$ cat src/rtl/array_mul_pkg.sv
// Shared constants, helpers and control state encoding for the sequential
// shift-and-add signed array multiplier.
package array_mul_pkg;

  localparam int unsigned default_width = 16;

  function automatic int unsigned result_width_for(input int unsigned w);
    return 2 * w;
  endfunction

  // Counter must index bit positions 0..w-1 and never collapse to zero bits.
  function automatic int unsigned count_bits(input int unsigned w);
    return (w > 1) ? $clog2(w) : 1;
  endfunction

  localparam int unsigned default_result_width = result_width_for(default_width);

  typedef enum logic [1:0] {
    IDLE = 2'd0,
    BUSY = 2'd1,
    DONE = 2'd2
  } state_t;

endpackage

$ cat src/rtl/array_multiplier_ctrl.sv
// Control for the multiplier: IDLE/BUSY/DONE sequencing, multiplier bit
// counter and the one-cycle registered ready pulse.
module array_multiplier_ctrl
  import array_mul_pkg::*;
#(
  parameter  int unsigned width = default_width,
  localparam int unsigned cnt_w = count_bits(width)
) (
  input  logic             clk,
  input  logic             reset,
  input  logic             start,
  output logic             load,
  output logic             step,
  output logic             last,
  output logic [cnt_w-1:0] bit_idx,
  output logic             ready
);

  state_t           state_q, state_d;
  logic [cnt_w-1:0] cnt_q;

  assign bit_idx = cnt_q;
  assign last    = (cnt_q == cnt_w'(width - 1));

  // NOTE: state registers use non-blocking assignments so every flop samples
  // pre-edge values; blocking here would create order-dependent simulation.
  always_ff @(posedge clk or negedge reset) begin
    if (!reset) begin
      state_q <= IDLE;
      cnt_q   <= '0;
      ready   <= 1'b0;
    end else begin
      state_q <= state_d;
      ready   <= step && last;
      if (load) begin
        cnt_q <= '0;
      end else if (step) begin
        cnt_q <= cnt_q + 1'b1;
      end
    end
  end

  // NOTE: every output is defaulted first so no path through the case
  // leaves a value unassigned, which would otherwise infer a latch.
  always_comb begin
    state_d = state_q;
    load    = 1'b0;
    step    = 1'b0;
    unique case (state_q)
      IDLE: begin
        if (start) begin
          load    = 1'b1;
          state_d = BUSY;
        end
      end
      BUSY: begin
        step = 1'b1;
        if (last) state_d = DONE;
      end
      DONE:    state_d = IDLE;
      default: state_d = IDLE;
    endcase
  end

endmodule

$ cat src/rtl/array_multiplier.sv
// Sequential signed multiplier: one multiplier bit per cycle, LSB first, with
// the sign bit's partial product subtracted for an exact two's complement result.
module array_multiplier
  import array_mul_pkg::*;
#(
  parameter int unsigned width        = default_width,
  parameter int unsigned result_width = result_width_for(width)
) (
  input  logic                           clk,
  input  logic                           reset,
  input  logic signed [width-1:0]        multiplicand,
  input  logic signed [width-1:0]        multiplier,
  input  logic                           start,
  output logic signed [result_width-1:0] product,
  output logic                           ready
);

  localparam int unsigned cnt_w = count_bits(width);

  logic                           load, step, last;
  logic [cnt_w-1:0]               bit_idx;
  logic signed [width-1:0]        a_q;
  logic [width-1:0]               b_q;
  logic signed [result_width-1:0] acc_q, acc_d, addend;

  array_multiplier_ctrl #(.width(width)) u_ctrl (
    .clk     (clk),
    .reset   (reset),
    .start   (start),
    .load    (load),
    .step    (step),
    .last    (last),
    .bit_idx (bit_idx),
    .ready   (ready)
  );

  // Size cast of a signed operand sign-extends before the arithmetic shift.
  assign addend = result_width'(a_q) <<< bit_idx;

  always_comb begin
    acc_d = acc_q;
    if (b_q[bit_idx]) begin
      acc_d = last ? (acc_q - addend) : (acc_q + addend);
    end
  end

  // NOTE: operand and accumulator registers are reset too, so an aborted
  // operation leaves no stale state behind for the next start.
  always_ff @(posedge clk or negedge reset) begin
    if (!reset) begin
      a_q     <= '0;
      b_q     <= '0;
      acc_q   <= '0;
      product <= '0;
    end else begin
      if (load) begin
        a_q   <= multiplicand;
        b_q   <= multiplier;
        acc_q <= '0;
      end else if (step) begin
        acc_q <= acc_d;
      end
      if (step && last) begin
        product <= acc_d;
      end
    end
  end

endmodule

$ cat config.mk
export PLATFORM = sky130hd
export DESIGN_NAME = array_multiplier
export DESIGN_NICKNAME = d
export VERILOG_FILES = /design/src/rtl/array_mul_pkg.sv /design/src/rtl/array_multiplier_ctrl.sv /design/src/rtl/array_multiplier.sv
export SDC_FILE = /design/constraint.sdc
export NUM_CORES = 1
export LEC_CHECK = 0
export ABC_CLOCK_PERIOD_IN_PS = 10500
export BUFFER_PORTS_ARGS = -buffer_cell sky130_fd_sc_hd__buf_2
export CORE_MARGIN = 8
export CORE_UTILIZATION = 57
export CTS_BUF_LIST = sky130_fd_sc_hd__clkbuf_2
export DETAILED_ROUTE_END_ITERATION = 8
export PLACE_DENSITY_LB_ADDON = 0.3
export SYNTH_ARGS = -nofsm -noshare
export SYNTH_HDL_FRONTEND = slang
export SYNTH_HIERARCHICAL = 1
export SYNTH_SLANG_ARGS = --single-unit
$ cat constraint.sdc
create_clock -name clk -period 10.5 [get_ports clk]
set_input_delay 1.575 -clock clk [delete_from_list [all_inputs] [get_ports clk]]
set_output_delay 1.575 -clock clk [all_outputs]
set_load 0.01 [all_outputs]
==> results_tabular.tex <==
\begin{tabular}{lr}
\hline
Metric & Value \\
\hline
\multicolumn{2}{l}{\textbf{Worst setup path}} \\
Cell chain of the critical path & mux4\_2 > o311ai\_0 > o2111ai\_1 > or3\_1 > nor3b\_2 > a21oi\_1 > xor2\_1 > ha\_1 > nand3\_1 > nor3\_1 > o21a\_1 > o31a\_1 > o211ai\_1 > a211oi\_1 > o21ai\_0 > nor2b\_1 > or4\_1 > nand3\_1 \\
Most used cell, CP & sky130\_fd\_sc\_hd\_\_nand3\_1 \\
Startpoint of the worst register-to-register path & u\_ctrl/bit\_idx[0] \\
Peak fanout along the critical path & 40 \\
Slack of the worst reg-to-reg path & $\sim$4600 ps \\
Type of the worst setup path & flip-flop to flip-flop \\
Critical path's top delay family & compound AO/OA/AOI/OAI gates \\
Logic depth of the worst path, buffers included & 18 \\
Kind of launch point of the worst setup path & flip-flop \\
Element type at the critical path end & flip-flop \\
Crit. Startpoint & u\_ctrl/bit\_idx[0] \\
Data arrival time of the worst path & roughly 6500 ps \\
Setup crit end & acc\_q[24] \\
Count of buffer and inverter cells on the critical path & 0 \\
Largest incremental delay on the critical path & between 1000 and 1500 ps \\
Reg2reg end & acc\_q[24] \\
R2R depth & 18 \\
Required time of the worst setup path & approximately 11000 ps \\
Cell at the slowest stage of the critical path & sky130\_fd\_sc\_hd\_\_dfrtp\_2 \\
\multicolumn{2}{l}{\textbf{Clocking}} \\
Latest clock arrival within the worst-skew pair & 660 ps \\
TritonCTS clock tree & yes \\
Depth of the CTS H-tree & 3 \\
Number of buffers inserted for hold repair after clock tree synthesis & 0 \\
Setup Fix Bufs, Post-CTS & 0 \\
Clock edge transition at the registers on the reported setup and hold paths & $\sim$280 ps \\
Number of buffers inserted during clock tree synthesis & 9 \\
Max Root-Sink Buffers & 2 \\
Root buffer selected by CTS & sky130\_fd\_sc\_hd\_\_clkbuf\_2 \\
CTS resizes & 0 \\
CTS Sinks & 103 \\
\multicolumn{2}{l}{\textbf{Floorplan}} \\
Area of the core & $\sim$14000 um2 \\
Top-Level Pins & 68 \\
Initial cell density of the core & between 50\% and 60\% \\
Placement Rows & 43 \\
Area of the die & 18300 um2 \\
Vert. Die Dim & approximately 140 um \\
Horizontal extent of the die & approximately 140 um \\
\multicolumn{2}{l}{\textbf{Synthesis}} \\
Flip-flop and latch count after synthesis & slightly above 100 \\
Post-synthesis async set-or-reset flop share & 100\% \\
Synth Cell Area & 8090 um2 \\
Number of enable flip-flop cells after synthesis & 0 \\
Top cells by area in the synthesized netlist & sky130\_fd\_sc\_hd\_\_dfrtp\_1 (32\%), sky130\_fd\_sc\_hd\_\_mux4\_2 (5.3\%), sky130\_fd\_sc\_hd\_\_ha\_1 (5.1\%), sky130\_fd\_sc\_hd\_\_nand2\_1 (5.1\%), sky130\_fd\_sc\_hd\_\_mux2\_2 (5.0\%) \\
YS warnings & 6 \\
Library cells used by synthesis & 84 \\
Compound-Gate Fraction of Synth Area & roughly a fifth \\
Average cell area after synthesis & roughly 9 um2 \\
Combinational family with the most area after synthesis & compound AO/OA/AOI/OAI gates \\
Dominant register cell in the synthesized netlist & sky130\_fd\_sc\_hd\_\_dfrtp\_1 \\
Cell count after synthesis & between 900 and 1000 \\
Multiplexer share of the synthesized area & approximately 15\% \\
Net count after synthesis & between 900 and 1000 \\
Share of synthesized cell area in full adder, half adder and majority cells & under 10\% \\
Area share of and/or/nand/nor cells after synthesis & between 10\% and 20\% \\
Parity-gate share of the synthesized area counting xor and xnor cells & a little over 5\% \\
Biggest area consumer among synthesized cells & sky130\_fd\_sc\_hd\_\_dfrtp\_1 \\
Sequential share of the synthesized area & 31.8\% \\
Post-synth top area share & around a third \\
\multicolumn{2}{l}{\textbf{Timing}} \\
RSZ-0062 raised after global routing & no \\
Number of hold violations in the final report & 0 \\
Final critical path time including I/O delays and setup & about 5900 ps \\
Max Clock Freq & $\sim$170 MHz \\
Pins Over Slew Limit & 0 \\
Measured slew at the worst slew-check pin & a little under 900 ps \\
Post-route clock skew & between 30 and 40 ps \\
Setup-failing EPs final & 0 \\
Final clock period utilization by the worst path & 55.8\% \\
Post-route setup slack & between 4000 and 5000 ps \\
Relative slew margins & a little under 40\% \\
Final setup TNS & 0 ps \\
\multicolumn{2}{l}{\textbf{Placement}} \\
Post-detailed-placement half-perimeter wirelength & around 14 mm \\
Gp weighted congestion & roughly 0.92 \\
Area after DPL & 8480 um2 \\
Number of buffers added on ports & 67 \\
Pre-CTS worst setup slack & about 4700 ps \\
\multicolumn{2}{l}{\textbf{Cells and area}} \\
Net count reported at finish & 1002 \\
Diodes inserted & 0 \\
Fillers & 1234 \\
Area of all placed cells without fillers & between 8000 and 9000 um2 \\
Proportion of layout cells with a drive suffix above 1 & a little under a fifth \\
Leading cell type in the layout, fill and taps excluded & sky130\_fd\_sc\_hd\_\_nand2\_1 \\
Top library cells by usage in the layout, fill and taps aside & sky130\_fd\_sc\_hd\_\_nand2\_1 (109), sky130\_fd\_sc\_hd\_\_dfrtp\_1 (102), sky130\_fd\_sc\_hd\_\_a21oi\_1 (68), sky130\_fd\_sc\_hd\_\_buf\_2 (66), sky130\_fd\_sc\_hd\_\_nor2\_1 (64) \\
Layout overhead on the synthesized area & 6.09\% \\
\multicolumn{2}{l}{\textbf{Global route}} \\
GRT Resource Usage Total & between 20\% and 30\% \\
Maximum number of pins on one net before global-route repair & approximately 70 \\
Number of global-route vias before repair & 6400 \\
GRT Residual Overflow & 0 \\
Number of antenna violations at the first check in global routing & 0 \\
First-pass GRT wire length & between 30 and 40 mm \\
\multicolumn{2}{l}{\textbf{Hold path}} \\
Worst min-delay path class & flip-flop to flip-flop \\
\multicolumn{2}{l}{\textbf{Detailed routing}} \\
First-pass DRT Iterations & 5 \\
DRC violations left & 0 \\
Overall routed net length & about 20 mm \\
Number of antenna-violating nets in the routed design & 0 \\
Vias/cell & 6.13 \\
Routed len/inst & approximately 18 um \\
Routed via count & $\sim$7000 \\
Iteration-0 DRC count of the detailed router & $\sim$500 \\
\multicolumn{2}{l}{\textbf{Outcome}} \\
Run status & complete, no violations \\
\multicolumn{2}{l}{\textbf{Run}} \\
Reported max-cap violation count & 0 \\
\hline
\end{tabular}
## kinds of logic after synthesis
family	after synthesis
AOI/OAI and AO/OA	248
xor gates and xnor gates	48
adders and majority gates	34
buffers and inverters	78
DFF	103
muxes	94
and+or+nand+nor	297
## how the worst min path moves through the flow
stage                     depth (start not counted)  slack [ps]         from          end
after global routing                              2         540  product[21]  product[21]
after floorplan                                   1         480      b_q[14]      b_q[14]
final                                             1         510  product[22]  product[22]
after CTS                                         1         520  product[22]  product[22]
after global placement                            2         450  product[21]  product[21]
after detailed placement                          2         460  product[21]  product[21]
## layout make-up
| cell class | count | area [um2] | share of cell area (%) |
|---|---|---|---|
| sequential | 103 | 2580 | 30.0 |
| multi-input combinational | 721 | 5180 | 60.4 |
| inverter | 21 | 80.1 | 0.933 |
| tap | 180 | 225 | 2.62 |
| timing repair buffer | 77 | 413 | 4.81 |
| clock buffer | 9 | 45.0 | 0.525 |
| clock inverter | 7 | 58.8 | 0.685 |
## state kept, by name, indices dropped and copies added, names as in the netlist
signal          cells
acc_q              32
product            32
a_q                16
b_q                16
u_ctrl/bit_idx      4
u_ctrl/state_q      2
u_ctrl/ready        1
## through the flow
stage                     utilization, %  std cells  hold slack, ps
after floorplan                        -        902             475
after global placement              61.1       1102             451
after detailed placement            61.1       1102             462
after CTS                           61.9       1118             519
after global routing                61.9       1118             543
final                               61.9       1118             512
## metal layers
metal | wire length (um) | vias to the layer above | track usage, %
met5 | 0 | - | 0
met4 | 268 | 0 | 5.80
met3 | 1150 | 23 | 3.86
met2 | 8400 | 239 | 32.3
met1 | 9750 | 3222 | 31.7
li1 | - | 3365 | -
## cell usage after synthesis (all sizes together) (20+ instances only)
cell type / count
nand3: 25
mux2: 36
a21oi: 69
nor2: 64
nand2: 111
clkbuf: 45
mux2i: 39
xnor2: 25
ha: 33
dfrtp: 103
inv: 20
o21ai: 58
xor2: 23
Power is not shown: default switching activity piles up to over one toggle a cycle in this logic, so the estimate is an artifact.
